===== src/rtl/id_ex_stage_pkg.sv =====
// id_ex_stage_pkg: shared ALU encodings, register-zero index and the ID/EX control bundle.
package id_ex_stage_pkg;
  localparam int ALU_W = 4;
  localparam logic [4:0] REG_ZERO = 5'd0;
  typedef enum logic [ALU_W-1:0] {
    ALU_ADD = 4'd0, ALU_SUB, ALU_AND, ALU_OR, ALU_XOR, ALU_NOR,
    ALU_SLT, ALU_SLL, ALU_SRL, ALU_SRA, ALU_LUI
  } alu_op_e;
  typedef struct packed {
    logic             reg_write;
    logic             mem_read;
    logic             mem_write;
    logic             mem_to_reg;
    logic             alu_src;
    logic             reg_dst;
    logic [ALU_W-1:0] alu_op;
  } ctrl_t;
  localparam ctrl_t CTRL_NOP = '0;
endpackage


===== src/rtl/id_ex_stage_load_use_detect.sv =====
// load_use_detect: combinational hazard when a load in the later stage targets a source of the earlier one.
//   ex_valid_i/ex_mem_read_i/ex_rt_i : producing load (valid, is-load, destination index)
//   id_valid_i/id_rs_i/id_rt_i/id_uses_rt_i : consuming instruction and its source indices
//   hazard_o : consumer must wait one cycle
module load_use_detect
  import id_ex_stage_pkg::*;
#(
  parameter int RADDR_W = 5
) (
  input  logic               ex_valid_i,
  input  logic               ex_mem_read_i,
  input  logic [RADDR_W-1:0] ex_rt_i,
  input  logic               id_valid_i,
  input  logic [RADDR_W-1:0] id_rs_i,
  input  logic [RADDR_W-1:0] id_rt_i,
  input  logic               id_uses_rt_i,
  output logic               hazard_o
);
  // $zero is never a real dependency, so a load into it cannot stall
  assign hazard_o = ex_valid_i & ex_mem_read_i & (ex_rt_i != RADDR_W'(REG_ZERO)) & id_valid_i &
                    ((ex_rt_i == id_rs_i) | (id_uses_rt_i & (ex_rt_i == id_rt_i)));
endmodule


===== src/rtl/id_ex_stage.sv =====
// id_ex_stage: ID/EX pipeline register with built-in load-use stall and bubble insertion.
//   Hold freezes the stage; Flush squashes the ID instruction; a load-use hazard inserts one bubble.
//   ID_* : decoded instruction from ID; IDE_* : registered copies for EX and forwarding.
//   Stall : combinational, holds PC and IF/ID; Bubble_Cnt : saturating count of load-use bubbles.
module id_ex_stage
  import id_ex_stage_pkg::*;
#(
  parameter int DATA_W  = 32,
  parameter int RADDR_W = 5,
  parameter int ALUOP_W = ALU_W,
  parameter int CNT_W   = 16
) (
  input  logic               clk,
  input  logic               rst_n,
  input  logic               Hold,
  input  logic               Flush,
  input  logic               ID_Valid,
  input  logic [RADDR_W-1:0] ID_Rs,
  input  logic [RADDR_W-1:0] ID_Rt,
  input  logic [RADDR_W-1:0] ID_Rd,
  input  logic               ID_UsesRt,
  input  logic [DATA_W-1:0]  ID_Data1,
  input  logic [DATA_W-1:0]  ID_Data2,
  input  logic [DATA_W-1:0]  ID_Imm,
  input  logic [DATA_W-1:0]  ID_PC4,
  input  logic               ID_RegWrite,
  input  logic               ID_MemRead,
  input  logic               ID_MemWrite,
  input  logic               ID_MemToReg,
  input  logic               ID_ALUSrc,
  input  logic               ID_RegDst,
  input  logic [ALUOP_W-1:0] ID_ALUOp,
  output logic               IDE_Valid,
  output logic [RADDR_W-1:0] IDE_Rs,
  output logic [RADDR_W-1:0] IDE_Rt,
  output logic [RADDR_W-1:0] IDE_Rd,
  output logic [DATA_W-1:0]  IDE_Data1,
  output logic [DATA_W-1:0]  IDE_Data2,
  output logic [DATA_W-1:0]  IDE_Imm,
  output logic [DATA_W-1:0]  IDE_PC4,
  output logic               IDE_RegWrite,
  output logic               IDE_MemRead,
  output logic               IDE_MemWrite,
  output logic               IDE_MemToReg,
  output logic               IDE_ALUSrc,
  output logic               IDE_RegDst,
  output logic [ALUOP_W-1:0] IDE_ALUOp,
  output logic               Stall,
  output logic [CNT_W-1:0]   Bubble_Cnt
);
  logic               valid_q, valid_d;
  logic [RADDR_W-1:0] rs_q, rs_d, rt_q, rt_d, rd_q, rd_d;
  logic [DATA_W-1:0]  d1_q, d1_d, d2_q, d2_d, imm_q, imm_d, pc4_q, pc4_d;
  ctrl_t              ctrl_q, ctrl_d, id_ctrl;
  logic [CNT_W-1:0]   cnt_q, cnt_d;
  logic               hazard, bubble;
  load_use_detect #(.RADDR_W(RADDR_W)) u_lud (
    .ex_valid_i   (valid_q),
    .ex_mem_read_i(ctrl_q.mem_read),
    .ex_rt_i      (rt_q),
    .id_valid_i   (ID_Valid),
    .id_rs_i      (ID_Rs),
    .id_rt_i      (ID_Rt),
    .id_uses_rt_i (ID_UsesRt),
    .hazard_o     (hazard)
  );
  assign id_ctrl = '{reg_write: ID_RegWrite, mem_read: ID_MemRead, mem_write: ID_MemWrite,
                     mem_to_reg: ID_MemToReg, alu_src: ID_ALUSrc, reg_dst: ID_RegDst,
                     alu_op: ID_ALUOp};
  // flush and load-use both load the same all-zero bubble; only a genuine hazard is counted
  assign bubble = Flush | hazard;
  assign Stall  = hazard & ~Flush & ~Hold;
  always_comb begin
    valid_d = Hold ? valid_q : ID_Valid & ~bubble;
    rs_d    = Hold ? rs_q    : bubble ? '0 : ID_Rs;
    rt_d    = Hold ? rt_q    : bubble ? '0 : ID_Rt;
    rd_d    = Hold ? rd_q    : bubble ? '0 : ID_Rd;
    d1_d    = Hold ? d1_q    : bubble ? '0 : ID_Data1;
    d2_d    = Hold ? d2_q    : bubble ? '0 : ID_Data2;
    imm_d   = Hold ? imm_q   : bubble ? '0 : ID_Imm;
    pc4_d   = Hold ? pc4_q   : bubble ? '0 : ID_PC4;
    ctrl_d  = Hold ? ctrl_q  : bubble ? CTRL_NOP : id_ctrl;
    cnt_d   = (Stall & ~&cnt_q) ? cnt_q + CNT_W'(1) : cnt_q;
  end
  always_ff @(posedge clk or negedge rst_n) begin
    if (!rst_n) begin
      valid_q <= 1'b0;
      rs_q    <= '0;
      rt_q    <= '0;
      rd_q    <= '0;
      d1_q    <= '0;
      d2_q    <= '0;
      imm_q   <= '0;
      pc4_q   <= '0;
      ctrl_q  <= CTRL_NOP;
      cnt_q   <= '0;
    end else begin
      valid_q <= valid_d;
      rs_q    <= rs_d;
      rt_q    <= rt_d;
      rd_q    <= rd_d;
      d1_q    <= d1_d;
      d2_q    <= d2_d;
      imm_q   <= imm_d;
      pc4_q   <= pc4_d;
      ctrl_q  <= ctrl_d;
      cnt_q   <= cnt_d;
    end
  end
  assign IDE_Valid    = valid_q;
  assign IDE_Rs       = rs_q;
  assign IDE_Rt       = rt_q;
  assign IDE_Rd       = rd_q;
  assign IDE_Data1    = d1_q;
  assign IDE_Data2    = d2_q;
  assign IDE_Imm      = imm_q;
  assign IDE_PC4      = pc4_q;
  assign IDE_RegWrite = ctrl_q.reg_write;
  assign IDE_MemRead  = ctrl_q.mem_read;
  assign IDE_MemWrite = ctrl_q.mem_write;
  assign IDE_MemToReg = ctrl_q.mem_to_reg;
  assign IDE_ALUSrc   = ctrl_q.alu_src;
  assign IDE_RegDst   = ctrl_q.reg_dst;
  assign IDE_ALUOp    = ctrl_q.alu_op;
  assign Bubble_Cnt   = cnt_q;
endmodule


===== config.mk =====
export PLATFORM = sky130hd
export DESIGN_NAME = id_ex_stage
export DESIGN_NICKNAME = d
export VERILOG_FILES = /design/src/rtl/id_ex_stage_pkg.sv /design/src/rtl/id_ex_stage_load_use_detect.sv /design/src/rtl/id_ex_stage.sv
export SDC_FILE = /design/constraint.sdc
export NUM_CORES = 1
export LEC_CHECK = 0
export ABC_AREA = 1
export ABC_CLOCK_PERIOD_IN_PS = 3840
export BUFFER_PORTS_ARGS = -buffer_cell sky130_fd_sc_hd__buf_2
export CORE_MARGIN = 3
export CORE_UTILIZATION = 38
export CTS_BUF_LIST = sky130_fd_sc_hd__clkbuf_4 sky130_fd_sc_hd__clkbuf_8
export CTS_CLUSTER_DIAMETER = 120
export DETAILED_ROUTE_END_ITERATION = 6
export GPL_TIMING_DRIVEN = 0
export MAX_ROUTING_LAYER = met4
export PLACE_DENSITY = 0.67
export SLEW_MARGIN = 20
export SYNTH_ARGS = -nofsm -noshare
export SYNTH_HDL_FRONTEND = slang
export SYNTH_SLANG_ARGS = --single-unit

===== constraint.sdc =====
create_clock -name clk -period 3.84 [get_ports clk]
set_clock_uncertainty 0.2 [all_clocks]
set_input_delay 0.192 -clock clk [delete_from_list [all_inputs] [get_ports clk]]
set_output_delay 0.192 -clock clk [all_outputs]
set_load 0.02 [all_outputs]

# After elaboration in Yosys (flattened, before gate mapping)
# Index checks and enable logic that the tools add are counted.
word_totals:
  output_inout_bits: 171
  ff_bits: 170
  inputBits: 159
classes:
  n_bitwise: 14
  n_addsub: 1
  n_mux: 8
  eq_ne: 2
  n_reduce_logical: 3
op_table:
  columns: ["operator", "count"]
  rows:
  - ["32-bit two-way mux", 4]
  - ["16-bit by 1-bit adder with 16-bit output, second input constant", 1]
  - ["16-bit AND reduction", 1]
  - ["5-bit two-way mux", 3]
  - ["5-bit == test", 2]
  - ["10-bit two-way mux", 1]
  - ["1-bit AND", 9]
  - ["5-bit nonzero test", 1]
  - ["1-bit inverter", 3]
  - ["1-bit OR", 2]
  - ["1-bit zero test", 1]

# Logic depth before layout (Yosys ltp)
# Gate-level depths: netlist (run 1).
logic_depth:
  ltp_word: 7
  mapped_depth: 12
  depth_no_buf: 11

# Hierarchy
# A second synthesis (run 1) with hierarchy kept.
unflattened:
  hier_cells: 865
  area_unflattened_um2: 7292.0
by_module_without_submodules:
  columns: ["module", "area_per_inst_um2", "cells_each", "instances"]
  rows:
  - ["id_ex_stage", 7070.5, 812, 1]
  - ["load_use_detect", 221.5, 53, 1]

# Least setup slack after synthesis (run 1)
# Ideal clock, no wire load.
synth_timing:
  path_type: "register to register"
  from: "reg cnt_q[0] (netlist: Bubble_Cnt[0])"
  to: "reg cnt_q[13] (netlist: Bubble_Cnt[13])"
  t_required_ns: 3.523
  path_buffers: 0
  setup_ns: 0.117
  t_arrival_ns: 1.522
  path_stages_with_launch: 11
  slack_ns: 2.001
  path_cell_list: "dfrtp_1 -> ha_1 -> nand2_1 -> nor2_1 -> nand3_1 -> nor2_2 -> nor2_2 -> nand2_1 -> nor2_1 -> nand3_1 -> nand2_1"
synth_via:
  elab_chain_cells: 3
  word_cells_on_any_way: 4
  classes_between: "add/sub (1); bitwise (1); reduce/logical (2)"
synth_lines:
  columns: ["element", "line", "source"]
  rows:
  - ["from (decl)", "id_ex_stage.sv:55", "logic [CNT_W-1:0] cnt_q, cnt_d;"]
  - ["from (signal assigned)", "id_ex_stage.sv:107", "cnt_q <= cnt_d;"]
  - ["parallel branches: the longest is 3 deep, another holds 16-bit by 1-bit adder with 16-bit output", null, null]
# Parallel ways; which one is timed is not known.
# A chain may end at the register's enable or synchronous reset.

# Worst setup path in the final report (run 1)
layout_timing:
  from: "reg rt_q[3] (netlist: IDE_Rt[3])"
  to: "out Stall"
layout_via:
  elab_chain_cells: 6
  word_cells_on_any_way: 10
  classes_between: "eq/ne (2); bitwise (7); reduce/logical (1)"
layout_lines:
  columns: ["element", "line", "source"]
  rows:
  - ["from (decl)", "id_ex_stage.sv:52", "logic [RADDR_W-1:0] rs_q, rs_d, rt_q, rt_d, rd_q, rd_d;"]
  - ["from (signal assigned)", "id_ex_stage.sv:100", "rt_q <= rt_d;"]
  - ["5-bit == test / 5-bit nonzero test (equally long branches)", "id_ex_stage_load_use_detect.sv:21, id_ex_stage_load_use_detect.sv:20", null]
  - ["1-bit AND (on tied branches)", "id_ex_stage_load_use_detect.sv:21, id_ex_stage_load_use_detect.sv:20", null]
  - ["1-bit OR / 1-bit AND (equally long branches)", "id_ex_stage_load_use_detect.sv:21, id_ex_stage_load_use_detect.sv:20", null]
  - ["1-bit AND (*)", "id_ex_stage_load_use_detect.sv:20", "assign hazard_o = ex_valid_i & ex_mem_read_i & (ex_rt_i != RADDR_W'(REG_ZERO)) & id_valid_i &"]
  - ["1-bit AND (*) (2 in a row)", "id_ex_stage.sv:72", "assign Stall = hazard & ~Flush & ~Hold;"]
  - ["to (decl)", "id_ex_stage.sv:48", "output logic Stall,"]
# Every way passes the cells marked *; elsewhere a longest branch is shown, timed or not.

==> results of run 1 <==
## routing by layer
layer | routed length (um) | track usage [%] | vias up
li1 | - | - | 3708
met1 | 9890 | 27.9 | 3609
met2 | 12500 | 40.9 | 307
met3 | 1730 | 5.16 | 84
met4 | 983 | 11.4 | 0
met5 | 0 | - | -
## state kept, by name (all words and copies together), names as in the netlist, 4 cells and up
signal,cells
IDE_Data1,32
IDE_Data2,32
IDE_Imm,32
IDE_PC4,32
Bubble_Cnt,16
IDE_Rd,5
IDE_Rs,5
IDE_Rt,5
IDE_ALUOp,4
## power by group through the flow
stage / logic [mW] / clock network (mW) / registers [mW]
floorplan: 0.175 / 0 / 2.17
global placement: 0.649 / 0 / 2.01
detailed placement: 0.661 / 0 / 2.01
CTS: 0.799 / 1.29 / 1.98
global route: 0.870 / 1.36 / 2.00
finish: 0.804 / 1.25 / 1.98
## cell type report
cell class,count,area [sq um]
timing repair buffer,494,3330
tap,229,287
sequential,170,4250
clock inverter,14,138
clock buffer,18,241
buffer,51,342
inverter,32,120
antenna,1,2.50
multi-input combinational,586,2520
fill,1545,7090
## kinds of logic after synthesis
logic type | after synthesis
AO/OA/AOI/OAI | 20
XOR/XNOR | 3
adder cells (fa/ha/maj) | 1
buffers and inverters | 83
flip-flops | 170
AND/OR/NAND/NOR | 562
## cell usage after synthesis
library cell / instances / area, sq um
sky130_fd_sc_hd__o22ai_1: 5 / 31.3
sky130_fd_sc_hd__o21ai_0: 11 / 55.1
sky130_fd_sc_hd__dfrtp_1: 170 / 4250
sky130_fd_sc_hd__nor2_4: 1 / 11.3
sky130_fd_sc_hd__a31oi_1: 1 / 6.26
sky130_fd_sc_hd__nand3_2: 1 / 10.0
sky130_fd_sc_hd__buf_2: 12 / 60.1
sky130_fd_sc_hd__nor2_2: 4 / 25.0
sky130_fd_sc_hd__inv_2: 2 / 7.51
sky130_fd_sc_hd__buf_1: 4 / 15.0
sky130_fd_sc_hd__nand3b_1: 4 / 30.0
sky130_fd_sc_hd__buf_6: 18 / 203
sky130_fd_sc_hd__xnor2_1: 3 / 26.3
sky130_fd_sc_hd__clkbuf_1: 17 / 63.8
sky130_fd_sc_hd__nand2_1: 364 / 1370
sky130_fd_sc_hd__nand2_4: 1 / 11.3
sky130_fd_sc_hd__ha_1: 1 / 12.5
sky130_fd_sc_hd__nor3_1: 2 / 10.0
sky130_fd_sc_hd__or2_2: 1 / 6.26
sky130_fd_sc_hd__a21oi_1: 1 / 5.00
sky130_fd_sc_hd__inv_1: 30 / 113
sky130_fd_sc_hd__nor2_1: 21 / 78.8
sky130_fd_sc_hd__o21bai_1: 1 / 7.51
sky130_fd_sc_hd__nand3_1: 156 / 781
sky130_fd_sc_hd__nand4_1: 5 / 31.3
sky130_fd_sc_hd__nand2_2: 2 / 12.5
sky130_fd_sc_hd__o21ai_1: 1 / 5.00
## critical path, stage by stage, from the launching register on
cell	delay, ns
sky130_fd_sc_hd__dfrtp_1	0.41
sky130_fd_sc_hd__inv_1	0.10
sky130_fd_sc_hd__nand2_1	0.07
sky130_fd_sc_hd__nand2_1	0.06
sky130_fd_sc_hd__nor2_1	0.12
sky130_fd_sc_hd__nand3_1	0.11
sky130_fd_sc_hd__nand2_2	0.13
sky130_fd_sc_hd__nand3_2	0.16
sky130_fd_sc_hd__inv_2	0.12
sky130_fd_sc_hd__buf_6	0.14
sky130_fd_sc_hd__buf_2	0.17
## worst paths after layout
| path | start | end | slack, ns | cells after the start |
|---|---|---|---|---|
| worst max-delay path | IDE_Rt[3] | Stall | 1.40 | 10 |
| worst min-delay path | rst_n | IDE_PC4[15] | 0.11 | 2 |
| worst max register to register | IDE_Rt[3] | IDE_Rs[3] | 1.49 | 11 |
| worst min register to register | IDE_Imm[9] | IDE_Imm[9] | 0.28 | 2 |
| max in group asynchronous | rst_n | IDE_Data1[23] | 2.46 | 3 |
| min in group clk | Hold | Bubble_Cnt[15] | 0.13 | 6 |
## metrics by stage
step	instances	util (%)	worst slack, ns
after floorplan	839	-	2.00
after global placement	1396	50.0	-0.390
after detailed placement	1397	50.2	1.86
after CTS	1594	61.3	1.42
after global routing	1594	61.3	1.22
final	1595	61.3	1.40
==> qor.txt, run 1 <==
Result of the run -> finished, final reports clean
Sequential-to-total area share from yosys stat -> 58.8%
Tot GR Track Use -> 24.4%
Quantity of I/O buffers inserted on ports -> 328
Max Root-Sink Buffers -> 2
Aggregate global routing overflow -> 0
Max-slew violations -> 0
Simple logic cell fraction of the synthesized area -> 32.8%
Leading cell types in the layout, fill and taps excluded -> 364 x sky130_fd_sc_hd__nand2_1, 339 x sky130_fd_sc_hd__buf_2, 170 x sky130_fd_sc_hd__dfrtp_1
Area enclosed by the die boundary -> 20700 sq um
DR pass1 iterations -> 5
Clock insertion delay at the later pin of the skew report -> 0.45 ns
Achievable clock frequency -> 0.410 GHz
Main combinational cell family by area after synthesis -> simple AND/OR/NAND/NOR gates
Area of the core -> 18300 sq um
Worst rel slew slack -> 53.8%
Total DRC errors in the routed layout -> 0
Tot Pwr -> 4.04 mW
Vias -> 7708
Fraction of final layout cells with drive strength greater than 1 -> 29.5%
Part of the total power dissipated in sequential elements -> 49.2%
Sw Share -> 30.9%
Max-cap viol count -> 0
Flop and latch count out of synthesis -> 170
Final design instance area without fill -> 11200 sq um
Syn-to-layout area delta -> 55.2%
Number of sinks handled by clock tree synthesis -> 170
Area of placed instances -> 9200 sq um
Net Switching -> 1.25 mW
Effective utilization at floorplan -> 39.5%
Synth Instances -> 839
Net Count, Synth -> 999
CTS HTree Levels -> 4
Register clock-pin slew on the reported worst setup and hold paths -> 0.09 ns
Fraction of synthesized cell area in xor and xnor cells -> 0.363%
Cell area after technology mapping -> 7240 sq um
Number of synthesis warnings -> 0
FP Rows -> 49
Detail-routed net length per standard cell -> 15.8 um
Most common cell after layout, fill and taps aside -> sky130_fd_sc_hd__nand2_1
Wire length of the first global-routing pass -> 39000 um
Post-synthesis adder-cell area fraction -> 0.173%
Half-perimeter wire length after detailed placement -> 16700 um
Final Hold Fails -> 0
Hold Slack -> 0.109 ns
Minimum clock period after layout -> 2.44 ns
Top-Level Pins -> 330
Number of global-route vias before repair -> 7818
Library cells used by synthesis -> 27
Worst IR Drop VDD -> 0.232 mV
Total negative slack for setup checks -> 0 ns
Mapped Avg Cell Area -> 8.63 sq um
Slew at the pin closest to its max-slew limit -> 0.693 ns
Final setup violation count -> 0
Initial antenna violation count -> 0
Category of the worst setup path launch point -> register
Post-DR vias/cell -> 4.83
Final ANT Viol Nets -> 0
Final period util -> 63.5%
Clock share of power -> 30.9%
Die span in x -> 144 um
Proportion of synthesized area in mux cells -> 0%
Capturing element type of the critical path -> output pin
Total clock buffers created by CTS -> 17
Worst Path Class, Setup -> reg2out
Compound-Gate Fraction of Synth Area -> 1.52%
Pwr Density -> 359 nW/um^2
Leakage -> 6.41 nW
Violation count after the first detailed-route iteration -> 361
RSZ-0062 raised after global routing -> no
Total wirelength of the detailed-routed design -> 25100 um
P_int -> 2.79 mW
Number of nets at the end of the flow -> 1512
RePlAce Congestion -> 0.891
Die extent in y -> 144 um
Post-CTS setup-driven buffer insertion count -> 0
Clock root buffer -> sky130_fd_sc_hd__clkbuf_8
Hold Buf Count CTS -> 165
Largest net degree at the start of global routing -> 96
Worst min-delay path class -> in2async
Number of cells upsized or downsized after cts -> 0
Data required time of the critical path -> 3.45 ns
Largest fanout on the critical path -> 10
Clock tree from TritonCTS -> done
Logic gate share of total power -> 19.9%
Arrival @ worst endpoint -> 2.05 ns
No activity file was read; power rests on OpenSTA's default activity.
==> inputs of run 2 (changes only) <==
--- a/config.mk
+++ b/config.mk
@@ -5,8 +5,8 @@
 export SDC_FILE = /design/constraint.sdc
 export NUM_CORES = 1
 export LEC_CHECK = 0
-export ABC_AREA = 1
-export ABC_CLOCK_PERIOD_IN_PS = 3840
+export ABC_AREA = 0
+export ABC_CLOCK_PERIOD_IN_PS = 2200
 export BUFFER_PORTS_ARGS = -buffer_cell sky130_fd_sc_hd__buf_2
 export CORE_MARGIN = 3
 export CORE_UTILIZATION = 38
@@ -15,7 +15,7 @@
 export DETAILED_ROUTE_END_ITERATION = 6
 export GPL_TIMING_DRIVEN = 0
 export MAX_ROUTING_LAYER = met4
-export PLACE_DENSITY = 0.67
+export PLACE_DENSITY = 0.72
 export SLEW_MARGIN = 20
 export SYNTH_ARGS = -nofsm -noshare
 export SYNTH_HDL_FRONTEND = slang
==> constraint.sdc (replaced) <==
create_clock -name clk -period 2.2 [get_ports clk]
set_clock_uncertainty 0.2 [all_clocks]
set_input_delay 0.11 -clock clk [delete_from_list [all_inputs] [get_ports clk]]
set_output_delay 0.11 -clock clk [all_outputs]
set_load 0.02 [all_outputs]
==> run 2 against run 1 <==
  * The flow now finishes with violations (setup timing)
  * Routed wire length shrank 10%
  * Register-to-register slack lost 1.5 ns
  * Combinational power grew 83%
  * Final area shrank 5.0%
  * First-iteration DRC count shrank 24%
  * Utilization grew 4.9 points
  * Synthesized cell count shrank 48%
  * Die area shrank 12%
  * Via count shrank 21%
  * Hold slack lost 0.071 ns
  * Critical endpoint is now IDE_Imm[30]
==> qor.txt, run 2 <==
P_int -> 4.98 mW (+79%)
Max-cap viol count -> 0 (unchanged)
RSZ-0062 raised after global routing -> yes
Final design instance area without fill -> 10700 sq um (-5.0%)
Final period util -> 100%
Crit path buffers/inverters -> 4 (unchanged)
Fraction of final layout cells with drive strength greater than 1 -> 43.0% (+13 points)
Max Root-Sink Buffers -> 2 (unchanged)
Failing checks -> setup timing
CP max-delay cell -> sky130_fd_sc_hd__dfrtp_2
Largest fanout on the critical path -> 7 (-3)
Detail-routed net length per standard cell -> 18.9 um (+20%)
Total clock buffers created by CTS -> 17 (unchanged)
Top FF cell, synth -> sky130_fd_sc_hd__dfrtp_1
Busiest layer in global routing -> met2
Crit path top cell by count -> sky130_fd_sc_hd__clkbuf_16
Cell count after placement -> 982 (-30%)
Startpoint of the worst register-to-register path -> IDE_Rt[0]
Capturing element type of the critical path -> register
Worst reg-to-reg setup slack -> -0.006 ns (-1.50 ns)
Critical path, cell by cell -> xnor2_1 -> nand3_1 -> o22ai_4 -> buf_6 -> a21oi_4 -> buf_12 -> clkbuf_16 -> clkbuf_16 -> a22o_1
Final-layout fill cell count -> 1152 (-25%)
Global routing met2 resource utilization -> 39.4% (-1.5 points)
CTS HTree Levels -> 4 (unchanged)
Worst Path Class, Setup -> reg2reg
Library cell occupying the most area in the post-synthesis netlist -> sky130_fd_sc_hd__dfrtp_1
DR pass1 iterations -> 4 (-1)
Worst setup path start -> IDE_Rt[0]
Area of placed instances -> 8290 sq um (-9.9%)
Violation count after the first detailed-route iteration -> 276 (-24%)
Leading cell type by number of instances after synthesis -> sky130_fd_sc_hd__dfrtp_1
Library cells used by synthesis -> 24 (-11%)
Clock share of power -> 30.2% (-0.7 points)
Final ANT Viol Nets -> 0 (unchanged)
Wire length of the first global-routing pass -> 33400 um (-14%)
Clock insertion delay at the later pin of the skew report -> 0.45 ns (about the same)
Multi-input combinational cell area -> 1940 sq um (-23%)
Minimum clock period after layout -> 2.21 ns
Arrival @ worst endpoint -> 2.35 ns (+0.30 ns)
Met3 Track Usage GR -> 5.63% (+0.47 points)
Layout Utilization -> 66.2% (+4.9 points)
Tot Pwr -> 7.10 mW (+76%)
Top post-synthesis cells by area -> sky130_fd_sc_hd__dfrtp_1 67%, sky130_fd_sc_hd__a22o_1 21%, sky130_fd_sc_hd__xnor2_1 3.3%
Total DRC errors in the routed layout -> 0 (unchanged)
Top-Level Pins -> 330 (unchanged)
Total wirelength of the detailed-routed design -> 22600 um (-10%)
Top cells by count, synth -> 170 x sky130_fd_sc_hd__dfrtp_1, 154 x sky130_fd_sc_hd__a22o_1, 24 x sky130_fd_sc_hd__xnor2_1, 17 x sky130_fd_sc_hd__clkbuf_1, 13 x sky130_fd_sc_hd__nand3_1
Pwr Density -> 665 nW/um^2 (+85%)
Synth Instances -> 436 (-48%)
Net Count, Synth -> 596 (-40%)
Clock tree from TritonCTS -> done
Aggregate global routing overflow -> 0 (unchanged)
FP Rows -> 46 (-6.1%)
Mapped Avg Cell Area -> 14.5 sq um (+68%)
Syn-to-layout area delta -> 68.5%
Category of the worst setup path launch point -> register
Leading cell types in the layout, fill and taps excluded -> 333 x sky130_fd_sc_hd__buf_2, 165 x sky130_fd_sc_hd__dfrtp_1, 158 x sky130_fd_sc_hd__dlygate4sd3_1
Result of the run -> complete, but fails checks
Data required time of the critical path -> 2.34 ns (-1.11 ns)
Achievable clock frequency -> 0.453 GHz
RePlAce Congestion -> 0.787 (-12%)
Area enclosed by the die boundary -> 18300 sq um (-12%)
Vias -> 6080 (-21%)
Most common cell after layout, fill and taps aside -> sky130_fd_sc_hd__buf_2
Highest cell delay on the worst timing path -> 0.47 ns (+0.06 ns)
Number of global-route vias before repair -> 6161 (-21%)
Part of the total power dissipated in sequential elements -> 49.1% (about the same)
Cell area after technology mapping -> 6330 sq um (-12%)
Final Hold Fails -> 0 (unchanged)
Setup slack of the critical path after layout -> -0.00561 ns (-1.41 ns)
Flop and latch count out of synthesis -> 170 (unchanged)
Max-slew violations -> 0 (unchanged)
Worst reg-to-reg path cell count -> 9 (-2)
Post-synth EDFFs -> 0 (unchanged)
Effective utilization at floorplan -> 39.3% (-0.18 points)
Worst min-delay path startpoint -> Hold
Delay-heaviest family, CP -> buffers and inverters
Worst IR Drop VDD -> 0.329 mV (+41%)
Area of the core -> 16100 sq um (-12%)
Slew at the pin closest to its max-slew limit -> 0.733 ns (+0.0401 ns)
Number of synthesis warnings -> 0 (unchanged)
Final Non-Filler Cells -> 1194 (-25%)
Register clock-pin slew on the reported worst setup and hold paths -> 0.10 ns (about the same)
Final setup violation count -> 2 (+2)
Sw Share -> 29.8% (-1.1 points)
Worst rel slew slack -> 51.2% (-2.7 points)
Initial antenna violation count -> 1 (+1)
Register area -> 4260 sq um (+0.15%)
Worst min-delay path endpoint -> Bubble_Cnt[12]
Logic gate share of total power -> 20.8% (+0.9 points)
Net Switching -> 2.11 mW (+69%)
GR Layer Usage met1 -> 28.7% (+0.77 points)
Number of sinks handled by clock tree synthesis -> 170 (unchanged)
Largest net degree at the start of global routing -> 97 (+1.0%)
Die extent in y -> 135 um (-6.2%)
Cell count of the worst hold path -> 5
Number of nets at the end of the flow -> 1120 (-26%)
Worst min-delay path class -> in2reg
Die span in x -> 135 um (-6.2%)
Sequential-to-total area share from yosys stat -> 67.2% (+8.4 points)
Tot GR Track Use -> 23.9% (-0.43 points)
Fraction of synthesis flops using an asynchronous set or reset pin -> 100% (unchanged)
Post-synth top area share -> 67.2% (+8.4 points)
Quantity of I/O buffers inserted on ports -> 329 (+0.30%)
Post-DR vias/cell -> 5.09 (+5.4%)
Half-perimeter wire length after detailed placement -> 13700 um (-18%)
Reg-to-Reg End -> IDE_Imm[30]
Clock root buffer -> sky130_fd_sc_hd__clkbuf_8
Leakage -> 5.57 nW (-13%)
Total negative slack for setup checks -> -0.00871 ns (-0.00871 ns)
==> run 2: worst reg2reg max path, delay by kind of cell, from the launching register on <==
family,cells,cell delay (ns)
AOI/OAI and AO/OA,3,0.49
xor gates and xnor gates,1,0.15
DFF,1,0.47
buffers and inverters,4,0.65
and+or+nand+nor,1,0.14
==> run 2: layout make-up <==
type                    count  share of cell area [%]
repair buffers            505                    33.3
diodes                      5                   0.117
flip-flops and latches    170                    39.9
clock buffers              18                    2.26
multi-input cells         229                    18.2
clock inverters            14                    1.30
plain buffers              35                    2.30
well taps                 216                    2.53
inverters                   2                  0.0703
==> run 2: cell families (layout without fill, tap and decap cells) <==
group | after synthesis | count (layout) | share of synthesized area, %
muxes | 2 | 2 | 0.355
other | 0 | 5 | 0
AOI/OAI and AO/OA | 159 | 159 | 22.1
DFF | 170 | 170 | 67.2
and+or+nand+nor | 43 | 43 | 3.65
adders and majority gates | 1 | 1 | 0.197
buffers and inverters | 37 | 574 | 3.24
xor gates and xnor gates | 24 | 24 | 3.32
==> run 2: worst max path at each step <==
| stage | end | slack [ns] | cells after the start |
|---|---|---|---|
| 2_1_floorplan | Bubble_Cnt[1] | 0.07 | 6 |
| 5_1_grt | IDE_Imm[30] | -0.09 | 9 |
| 3_3_place_gp | IDE_PC4[20] | -1.78 | 1 |
| 4_1_cts | IDE_Data1[21] | -0.03 | 8 |
| 6_report | IDE_Imm[30] | -0.006 | 9 |
| 3_5_place_dp | IDE_Imm[29] | -0.15 | 5 |
==> run 2: power groups by stage <==
stage	clock (mW)	combinational, mW	sequential, mW
3_3_place_gp	0	1.13	3.52
3_5_place_dp	0	1.15	3.52
5_1_grt	2.35	1.57	3.51
6_report	2.14	1.47	3.48
2_1_floorplan	0	0.321	3.80
4_1_cts	2.19	1.39	3.47
==> run 2: what timing repair did <==
item | CTS | global route
endpoints found under the setup margin | 81 | 161
setup buffers | 3 | 6
cloned | 0 | 8
hold endpoints to repair | 325 | 0
gates resized for setup | 9 | 25
hold buffers | 158 | 0
pin swaps | 6 | 6
==> run 2: per-stage QoR <==
stage / setup WS [ns] / hold slack [ns]
global placement: -1.78 / 0.126
detailed placement: -0.153 / -0.0936
finish: -0.00561 / 0.0386
CTS: -0.0264 / 0.00287
global route: -0.0873 / 0.0403
floorplan: 0.0695 / -0.386
==> run 2: routing by layer <==
layer | share of wire, % | wire length [um]
met1 | 40 | 9140
met2 | 50 | 11400
met3 | 6.7 | 1520
met4 | 2.5 | 567
met5 | 0 | 0
